File: config.mk
export PLATFORM = sky130hd
export DESIGN_NAME = fcpu_reorder_buffer_flat
export DESIGN_NICKNAME = d
export VERILOG_FILES = /design/src/rtl/fcpu_pkg.sv /design/src/rtl/fcpu_reorder_buffer_if.sv /design/src/rtl/fcpu_rob_cdb_merge.sv /design/src/rtl/fcpu_reorder_buffer.sv /design/src/flat_wrapper.sv
export SDC_FILE = /design/constraint.sdc
export NUM_CORES = 2
export LEC_CHECK = 0
export CORE_MARGIN = 10
export CORE_UTILIZATION = 45
export DETAILED_ROUTE_END_ITERATION = 6
export SETUP_SLACK_MARGIN = 0.05
export SLEW_MARGIN = 25
export SYNTH_ARGS = -nofsm -noshare
export SYNTH_HDL_FRONTEND = slang
export SYNTH_HIERARCHICAL = 1
export SYNTH_SLANG_ARGS = --single-unit
File: constraint.sdc
create_clock -name clk -period 6.2 [get_ports clk]
set_input_delay 0.62 -clock clk [delete_from_list [all_inputs] [get_ports clk]]
set_output_delay 0.62 -clock clk [all_outputs]
set_load 0.03 [all_outputs]
File: src/rtl/fcpu_pkg.sv
// fcpu_pkg: types and constants shared by the fcpu core.
// Adds the reorder-buffer entry record (rob_entry_t) and the derived
// reorder-buffer depth N_ROB. The payload widths of rob_entry_t follow the
// FCPU_* constants, so the ROB's DATA_W/REG_ADDR_W must keep those values.
package fcpu_pkg;

    localparam int FCPU_ROB_W      = 4;
    localparam int FCPU_DATA_W     = 32;
    localparam int FCPU_REG_ADDR_W = 5;
    localparam int N_ROB           = 2 ** FCPU_ROB_W;

    typedef enum logic [2:0] {
        commit_alu    = 3'd0,
        commit_load   = 3'd1,
        commit_store  = 3'd2,
        commit_branch = 3'd3,
        commit_jump   = 3'd4
    } commit_type_t;

    // 'type' is a keyword, so the commit class field is called ctype.
    typedef struct packed {
        logic                       valid;
        logic                       ready;
        logic                       mispredict;
        commit_type_t               ctype;
        logic [FCPU_REG_ADDR_W-1:0] dst;
        logic [FCPU_DATA_W-1:0]     data;
    } rob_entry_t;

endpackage

File: src/rtl/fcpu_reorder_buffer_if.sv
// fcpu_reorder_buffer_if: bundle of the reorder buffer's dispatch, CDB,
// operand-lookup, commit and status signals.
//   master : the core side (dispatch, CDBs, reservation stations, retire).
//   slave  : the reorder buffer itself.
interface fcpu_reorder_buffer_if #(
    parameter int N_ROB_W    = 4,
    parameter int N_CDB      = 2,
    parameter int N_LOOKUP   = 2,
    parameter int DATA_W     = 32,
    parameter int REG_ADDR_W = 5
) ();
    logic                         disp_valid;
    logic                         disp_ready;
    logic [2:0]                   disp_type;
    logic [REG_ADDR_W-1:0]        disp_dst;
    logic [N_ROB_W-1:0]           disp_tag;

    logic [N_CDB-1:0]             cdb_valid;
    logic [N_CDB*N_ROB_W-1:0]     cdb_tag;
    logic [N_CDB*DATA_W-1:0]      cdb_data;
    logic [N_CDB-1:0]             cdb_mispredict;

    logic [N_LOOKUP*N_ROB_W-1:0]  lk_tag;
    logic [N_LOOKUP-1:0]          lk_ready;
    logic [N_LOOKUP*DATA_W-1:0]   lk_data;

    logic                         commit_valid;
    logic                         commit_ready;
    logic [2:0]                   commit_type;
    logic [REG_ADDR_W-1:0]        commit_dst;
    logic [DATA_W-1:0]            commit_data;
    logic [N_ROB_W-1:0]           commit_tag;

    logic                         flush;
    logic [N_ROB_W:0]             count;

    modport master (
        output disp_valid, disp_type, disp_dst,
        output cdb_valid, cdb_tag, cdb_data, cdb_mispredict,
        output lk_tag, commit_ready,
        input  disp_ready, disp_tag, lk_ready, lk_data,
        input  commit_valid, commit_type, commit_dst, commit_data, commit_tag,
        input  flush, count
    );

    modport slave (
        input  disp_valid, disp_type, disp_dst,
        input  cdb_valid, cdb_tag, cdb_data, cdb_mispredict,
        input  lk_tag, commit_ready,
        output disp_ready, disp_tag, lk_ready, lk_data,
        output commit_valid, commit_type, commit_dst, commit_data, commit_tag,
        output flush, count
    );
endinterface

File: src/rtl/fcpu_rob_cdb_merge.sv
// fcpu_rob_cdb_merge: folds the N_CDB result channels into per-entry write
// enable, data and mispredict vectors. When several channels carry the same
// tag, the lowest channel index wins.
//   cdb_*         : flattened per-channel CDB inputs
//   wr_en         : entry is addressed by some channel this cycle
//   wr_data       : winning channel's data per entry
//   wr_mispredict : winning channel's mispredict flag per entry
module fcpu_rob_cdb_merge #(
    parameter int N_ROB_W = 4,
    parameter int N_CDB   = 2,
    parameter int DATA_W  = 32
) (
    input  logic [N_CDB-1:0]                        cdb_valid,
    input  logic [N_CDB*N_ROB_W-1:0]                cdb_tag,
    input  logic [N_CDB*DATA_W-1:0]                 cdb_data,
    input  logic [N_CDB-1:0]                        cdb_mispredict,
    output logic [2**N_ROB_W-1:0]                   wr_en,
    output logic [2**N_ROB_W-1:0][DATA_W-1:0]       wr_data,
    output logic [2**N_ROB_W-1:0]                   wr_mispredict
);
    always_comb begin
        // NOTE: every output gets a default before the loop so no path leaves it unassigned (no latch).
        wr_en         = '0;
        wr_data       = '0;
        wr_mispredict = '0;
        // Walk from the highest channel down so lower channels overwrite.
        for (int c = N_CDB - 1; c >= 0; c--) begin
            if (cdb_valid[c]) begin
                wr_en[cdb_tag[c*N_ROB_W +: N_ROB_W]]         = 1'b1;
                wr_data[cdb_tag[c*N_ROB_W +: N_ROB_W]]       = cdb_data[c*DATA_W +: DATA_W];
                wr_mispredict[cdb_tag[c*N_ROB_W +: N_ROB_W]] = cdb_mispredict[c];
            end
        end
    end
endmodule

File: src/rtl/fcpu_reorder_buffer.sv
// fcpu_reorder_buffer: in-order allocate / out-of-order complete / in-order
// retire buffer of 2**N_ROB_W entries for the fcpu core.
//   clk, rst_n : clock, synchronous active-low reset
//   rob        : slave side of fcpu_reorder_buffer_if (dispatch, CDB writes,
//                operand lookup, commit, flush pulse, occupancy count)
// Build option: FCPU_ROB_CDB_BYPASS_EN makes the lookup ports also see the
// CDB broadcasts of the current cycle.
module fcpu_reorder_buffer
    import fcpu_pkg::*;
#(
    parameter int N_ROB_W    = FCPU_ROB_W,
    parameter int N_CDB      = 2,
    parameter int N_LOOKUP   = 2,
    parameter int DATA_W     = FCPU_DATA_W,
    parameter int REG_ADDR_W = FCPU_REG_ADDR_W
) (
    input  logic                  clk,
    input  logic                  rst_n,
    fcpu_reorder_buffer_if.slave  rob
);
    localparam int DEPTH = 2 ** N_ROB_W;
    typedef logic [N_ROB_W:0] ptr_t;

    rob_entry_t          rob_q [DEPTH];
    ptr_t                head_q, tail_q;
    logic                flush_q;

    logic [N_ROB_W-1:0]  head_idx, tail_idx;
    logic                full, disp_fire, commit_fire, commit_ok;
    rob_entry_t          head_e;

    logic [DEPTH-1:0]              wr_en, wr_mispredict;
    logic [DEPTH-1:0][DATA_W-1:0]  wr_data;

    fcpu_rob_cdb_merge #(.N_ROB_W(N_ROB_W), .N_CDB(N_CDB), .DATA_W(DATA_W)) u_merge (
        .cdb_valid      (rob.cdb_valid),
        .cdb_tag        (rob.cdb_tag),
        .cdb_data       (rob.cdb_data),
        .cdb_mispredict (rob.cdb_mispredict),
        .wr_en          (wr_en),
        .wr_data        (wr_data),
        .wr_mispredict  (wr_mispredict)
    );

    assign head_idx = head_q[N_ROB_W-1:0];
    assign tail_idx = tail_q[N_ROB_W-1:0];
    assign full     = (head_idx == tail_idx) && (head_q[N_ROB_W] != tail_q[N_ROB_W]);
    assign head_e   = rob_q[head_idx];

    // Both handshakes look at registered state only; a flush cycle blocks both.
    assign commit_ok   = head_e.valid && head_e.ready && !flush_q;
    assign commit_fire = commit_ok && rob.commit_ready;
    assign disp_fire   = rob.disp_valid && rob.disp_ready;

    assign rob.disp_ready   = !full && !flush_q;
    assign rob.disp_tag     = tail_idx;
    assign rob.commit_valid = commit_ok;
    assign rob.commit_tag   = head_idx;
    // Payload is masked so stale data of a retired slot never shows.
    assign rob.commit_type  = commit_ok ? head_e.ctype : 3'd0;
    assign rob.commit_dst   = commit_ok ? head_e.dst   : '0;
    assign rob.commit_data  = commit_ok ? head_e.data  : '0;
    assign rob.flush        = flush_q;
    assign rob.count        = tail_q - head_q;

    always_comb begin
        rob.lk_ready = '0;
        rob.lk_data  = '0;
        for (int l = 0; l < N_LOOKUP; l++) begin
            if (rob_q[rob.lk_tag[l*N_ROB_W +: N_ROB_W]].valid &&
                rob_q[rob.lk_tag[l*N_ROB_W +: N_ROB_W]].ready) begin
                rob.lk_ready[l]                = 1'b1;
                rob.lk_data[l*DATA_W +: DATA_W] = rob_q[rob.lk_tag[l*N_ROB_W +: N_ROB_W]].data;
            end
`ifdef FCPU_ROB_CDB_BYPASS_EN
            // The merged CDB view already carries the lowest-channel winner.
            if (!flush_q && rob_q[rob.lk_tag[l*N_ROB_W +: N_ROB_W]].valid &&
                wr_en[rob.lk_tag[l*N_ROB_W +: N_ROB_W]]) begin
                rob.lk_ready[l]                = 1'b1;
                rob.lk_data[l*DATA_W +: DATA_W] = wr_data[rob.lk_tag[l*N_ROB_W +: N_ROB_W]];
            end
`endif
        end
    end

    // NOTE: all state here uses non-blocking assignments so every update sees pre-edge values.
    always_ff @(posedge clk) begin
        if (!rst_n || flush_q) begin
            head_q  <= '0;
            tail_q  <= '0;
            flush_q <= 1'b0;
            // NOTE: only the control bits are cleared; payload is don't-care while valid=0.
            for (int i = 0; i < DEPTH; i++) begin
                rob_q[i].valid      <= 1'b0;
                rob_q[i].ready      <= 1'b0;
                rob_q[i].mispredict <= 1'b0;
            end
        end else begin
            flush_q <= commit_fire && (head_e.ctype == commit_branch) && head_e.mispredict;

            // The slot being dispatched is still invalid here, so CDB writes to it drop out.
            for (int i = 0; i < DEPTH; i++) begin
                if (wr_en[i] && rob_q[i].valid) begin
                    rob_q[i].ready <= 1'b1;
                    rob_q[i].data  <= wr_data[i];
                    if (wr_mispredict[i]) rob_q[i].mispredict <= 1'b1;
                end
            end

            if (commit_fire) begin
                rob_q[head_idx].valid      <= 1'b0;
                rob_q[head_idx].ready      <= 1'b0;
                rob_q[head_idx].mispredict <= 1'b0;
                head_q                     <= head_q + ptr_t'(1);
            end

            if (disp_fire) begin
                rob_q[tail_idx].valid      <= 1'b1;
                rob_q[tail_idx].ready      <= 1'b0;
                rob_q[tail_idx].mispredict <= 1'b0;
                rob_q[tail_idx].ctype      <= commit_type_t'(rob.disp_type);
                rob_q[tail_idx].dst        <= rob.disp_dst;
                tail_q                     <= tail_q + ptr_t'(1);
            end
        end
    end
endmodule

File: src/flat_wrapper.sv
// flat-port wrapper written by rule: the top's interface ports become plain ports
module fcpu_reorder_buffer_flat import fcpu_pkg::*;
#(
    parameter int N_ROB_W    = FCPU_ROB_W,
    parameter int N_CDB      = 2,
    parameter int N_LOOKUP   = 2,
    parameter int DATA_W     = FCPU_DATA_W,
    parameter int REG_ADDR_W = FCPU_REG_ADDR_W
)
  (clk, rst_n, rob_disp_valid, rob_disp_type, rob_disp_dst, rob_cdb_valid, rob_cdb_tag, rob_cdb_data, rob_cdb_mispredict, rob_lk_tag, rob_commit_ready, rob_disp_ready, rob_disp_tag, rob_lk_ready, rob_lk_data, rob_commit_valid, rob_commit_type, rob_commit_dst, rob_commit_data, rob_commit_tag, rob_flush, rob_count);
  fcpu_reorder_buffer_if #(.N_ROB_W(N_ROB_W), .N_CDB(N_CDB), .N_LOOKUP(N_LOOKUP), .DATA_W(DATA_W), .REG_ADDR_W(REG_ADDR_W)) rob_i ();
  input  logic clk;
  input  logic rst_n;
  input wire logic [$bits(rob_i.disp_valid)-1:0] rob_disp_valid;
  input wire logic [$bits(rob_i.disp_type)-1:0] rob_disp_type;
  input wire logic [$bits(rob_i.disp_dst)-1:0] rob_disp_dst;
  input wire logic [$bits(rob_i.cdb_valid)-1:0] rob_cdb_valid;
  input wire logic [$bits(rob_i.cdb_tag)-1:0] rob_cdb_tag;
  input wire logic [$bits(rob_i.cdb_data)-1:0] rob_cdb_data;
  input wire logic [$bits(rob_i.cdb_mispredict)-1:0] rob_cdb_mispredict;
  input wire logic [$bits(rob_i.lk_tag)-1:0] rob_lk_tag;
  input wire logic [$bits(rob_i.commit_ready)-1:0] rob_commit_ready;
  output wire logic [$bits(rob_i.disp_ready)-1:0] rob_disp_ready;
  output wire logic [$bits(rob_i.disp_tag)-1:0] rob_disp_tag;
  output wire logic [$bits(rob_i.lk_ready)-1:0] rob_lk_ready;
  output wire logic [$bits(rob_i.lk_data)-1:0] rob_lk_data;
  output wire logic [$bits(rob_i.commit_valid)-1:0] rob_commit_valid;
  output wire logic [$bits(rob_i.commit_type)-1:0] rob_commit_type;
  output wire logic [$bits(rob_i.commit_dst)-1:0] rob_commit_dst;
  output wire logic [$bits(rob_i.commit_data)-1:0] rob_commit_data;
  output wire logic [$bits(rob_i.commit_tag)-1:0] rob_commit_tag;
  output wire logic [$bits(rob_i.flush)-1:0] rob_flush;
  output wire logic [$bits(rob_i.count)-1:0] rob_count;
  assign rob_i.disp_valid = rob_disp_valid;
  assign rob_i.disp_type = rob_disp_type;
  assign rob_i.disp_dst = rob_disp_dst;
  assign rob_i.cdb_valid = rob_cdb_valid;
  assign rob_i.cdb_tag = rob_cdb_tag;
  assign rob_i.cdb_data = rob_cdb_data;
  assign rob_i.cdb_mispredict = rob_cdb_mispredict;
  assign rob_i.lk_tag = rob_lk_tag;
  assign rob_i.commit_ready = rob_commit_ready;
  assign rob_disp_ready = rob_i.disp_ready;
  assign rob_disp_tag = rob_i.disp_tag;
  assign rob_lk_ready = rob_i.lk_ready;
  assign rob_lk_data = rob_i.lk_data;
  assign rob_commit_valid = rob_i.commit_valid;
  assign rob_commit_type = rob_i.commit_type;
  assign rob_commit_dst = rob_i.commit_dst;
  assign rob_commit_data = rob_i.commit_data;
  assign rob_commit_tag = rob_i.commit_tag;
  assign rob_flush = rob_i.flush;
  assign rob_count = rob_i.count;
  fcpu_reorder_buffer #(.N_ROB_W(N_ROB_W), .N_CDB(N_CDB), .N_LOOKUP(N_LOOKUP), .DATA_W(DATA_W), .REG_ADDR_W(REG_ADDR_W)) u_core (.clk(clk), .rst_n(rst_n), .rob(rob_i));
endmodule
==> impl_metrics.toml <==
[clocking]
htreeDepth = 3
clock_sinks = 703
cts_tree = "yes"
cts-root-buf = "clkbuf_16"
post_cts_resized = 0
hold_buffers = 0
clock_latency_ps = 670
cts_buffers = 81
postCtsSetupBuffers = 0
cts.path.max_buffers = 3
clkTransAtPathRegs_ps = 60

[synth]
synth_cell_type_count = 70
yosysSeqAreaShare_pct = 43.3
syn_inst = 3615
yosysMostFrequentCell = "edfxtp_1"
postSynthAreaPerCell_sq_um = 13.1
yosysWarnings = 6
syn_nets = 3724
yosys-top-cells-area = "edfxtp_1, mux4_2, o31ai_1"
syn_area_sq_mm = 0.0473
ys_async_sr_fraction_pct = 0
synth_edf_count = 640
yosys_register_bits = 703
synth_top_area_share_pct = 40.6
ys.flop_type = "edfxtp_1"
yosysTopAreaCell = "edfxtp_1"
synthTopCellsByCount = "edfxtp_1, mux4_2, nand3_1"

[global_routing]
overflow = 0
first_global_vias = 35686
track_usage_pct = 30.2
antenna_found_initial = 9
grt_pass1_wl_um = 260000
grt_max_degree = 175

[setup_path]
crit_chain = "buf_4, nor2b_1, o311a_1, a2bb2oi_1, nand3_4, buf_4, nor2b_1, clkdlybuf4s50_1"
worst_ep_arrival_time_ps = 4540
cp-end-kind = "output port"
critPathMaxStageDelay_ps = 730
path_max_fanout = 26
rr_startpoint = "u_core/rob.flush$_SDFF_PP0_"
ff2ff_setup_slack_ps = 2830
critPathCapture = "rob_commit_data[11]"
rr_endpoint = "u_core/rob_q[15][14]$_DFFE_PP_"
path_class = "reg -> out"
cp-start-kind = "register"
r2r_cells = 4
crit_path_top_delay_cell = "dfxtp_4"
crit_required_ps = 5580

[timing]
slew_headroom_pct = 21.4
setup_viol = 0
rsz0062_at_grt = "false"
fmax_ghz = 0.194
fin_crit_sh_pct = 83.2
finalWorstSetupSlack_ps = 1040
finalHoldViolations = 0
tns_ps = 0
fin_skew_ps = 35.9
drv_slew = 0
worst_slew_pin_slew_ps = 1180
finalCriticalPeriod_ps = 5160

[drt]
antenna_left = 0
viasPerCell = 7.31
dr.pass1.iters = 6
vias = 36723
wl_um = 184000
drc_errors = 0
drtIter0Drc = 5813
routedWlPerCell_um = 36.6

[run]
drv_cap = 0

[pwr]
p_total_mw = 11.3
power.share.clock_pct = 45.0
p_seq_share_pct = 45.5
powerDensity_mw_per_mm2 = 214
switching_share_pct = 25.0
p_switching_mw = 2.83
vdd_ir_drop_max_mv = 0.182
total_leakage_power_nw = 14.5
comb_power_share_pct = 9.5
p_int_mw = 8.51

[layout]
drive_above_1_share_pct = 28.2
area_delta_synth_final_pct = 12.3
nNetsFinal = 3681
final_core_utilization_pct = 51.1
final_cell_area_sq_mm = 0.0531
n_fill_cell = 8973

[die]
initial_core_util_pct = 45.5
coreArea_sq_mm = 0.104
pin_count = 218
fp.dieH_um = 344
rows = 118
die_area_sq_mm = 0.118
die_w_um = 344

[place]
dp_hpwl_um = 104000
globalplace.congestion = 0.887
port_buffers = 217
place_ws_ps = 1670
place_area_sq_mm = 0.0503

[outcome]
outcome = "complete, no violations"

[worst_hold_path]
min_path_type = "reg -> reg"
[power groups by stage]
| stage | sequential, mW | combinational, mW | clock, mW |
|---|---|---|---|
| 3_5_place_dp | 5.26 | 1.04 | 0 |
| 6_report | 5.16 | 1.07 | 5.11 |
| 4_1_cts | 5.16 | 1.04 | 5.14 |
| 2_1_floorplan | 5.26 | 0.648 | 0 |
| 3_3_place_gp | 5.26 | 1.03 | 0 |
| 5_1_grt | 5.16 | 1.10 | 5.32 |
[cell type report]
| type | count | area [sq um] | area share [%] |
|---|---|---|---|
| timing repair buffer | 320 | 3140 | 5.90 |
| multi-input combinational | 2441 | 24800 | 46.8 |
| antenna | 8 | 20.0 | 0.0377 |
| sequential | 703 | 20500 | 38.6 |
| clock buffer | 102 | 2280 | 4.29 |
| tap | 1380 | 1730 | 3.25 |
| clock inverter | 47 | 514 | 0.968 |
| inverter | 25 | 93.8 | 0.177 |
[state kept, by name (all words and copies together) (netlist names), named ones only]
signal,flops
u_core/head_q,5
u_core/rob.flush,1
u_core/rob_q,688
u_core/tail_q,5
[cells by family (layout without fill, tap and decap cells)]
family / count (synthesis) / after routing / synth area share (%)
and+or+nand+nor: 1214 / 1214 / 14.1
muxes: 707 / 707 / 29.4
DFF: 703 / 703 / 43.3
AOI/OAI and AO/OA: 499 / 499 / 7.96
buffers and inverters: 471 / 494 / 4.75
adders and majority gates: 13 / 13 / 0.360
xor gates and xnor gates: 8 / 8 / 0.148
other: 0 / 8 / 0
[through the flow]
step,instances,hold WS [ps]
after floorplan,3615,455
after global placement,4867,473
after detailed placement,4868,483
after CTS,5017,491
after global routing,5022,538
final,5026,490
[layer usage]
metal,GRT usage [%],wire (um)
met5,0,41
met4,14.2,9830
met3,7.67,23400
met2,46.8,83900
met1,39.5,66700
[placed cells by master, fill, tap and decap left out, types with 8 or more instances in the layout]
cell type / count
diode_2: 8
nor3_2: 8
nor2_4: 13
ha_1: 12
mux2_1: 30
a31oi_1: 24
o21ai_0: 8
edfxtp_1: 640
nand3_1: 407
o21bai_1: 9
clkdlybuf4s50_1: 207
o31ai_1: 353
clkinv_1: 12
a21oi_1: 35
nor2b_1: 360
a22oi_1: 10
o31ai_2: 10
nor2_1: 186
clkbuf_16: 87
or3b_2: 33
mux2i_1: 11
mux2_2: 135
a311oi_1: 10
buf_12: 12
nand3b_1: 72
mux4_2: 530
bufinv_16: 9
inv_1: 23
buf_4: 91
clkinv_2: 14
clkbuf_1: 9
nand2_1: 57
nand2b_1: 9
dfxtp_1: 59
[critical path, delay by kind of cell (launching register included)]
kind | cells | cell delay, ps
compound gates | 2 | 480
simple gates | 3 | 1030
buf+inv | 3 | 1620
flops | 1 | 730
[worst min-delay path by stage]
stage / depth (start not counted) / to / startpoint / slack, ps
2_1_floorplan: 2 / u_core/head_q[4]$_SDFFE_PP0N_ / u_core/head_q[4]$_SDFFE_PP0N_ / 460
3_3_place_gp: 2 / u_core/head_q[4]$_SDFFE_PP0N_ / u_core/head_q[4]$_SDFFE_PP0N_ / 470
3_5_place_dp: 2 / u_core/head_q[4]$_SDFFE_PP0N_ / u_core/head_q[4]$_SDFFE_PP0N_ / 480
4_1_cts: 2 / u_core/head_q[4]$_SDFFE_PP0N_ / u_core/head_q[4]$_SDFFE_PP0N_ / 490
5_1_grt: 2 / u_core/head_q[4]$_SDFFE_PP0N_ / u_core/head_q[4]$_SDFFE_PP0N_ / 540
6_report: 2 / u_core/head_q[4]$_SDFFE_PP0N_ / u_core/head_q[4]$_SDFFE_PP0N_ / 490
Power figures use the tool's default switching activity.
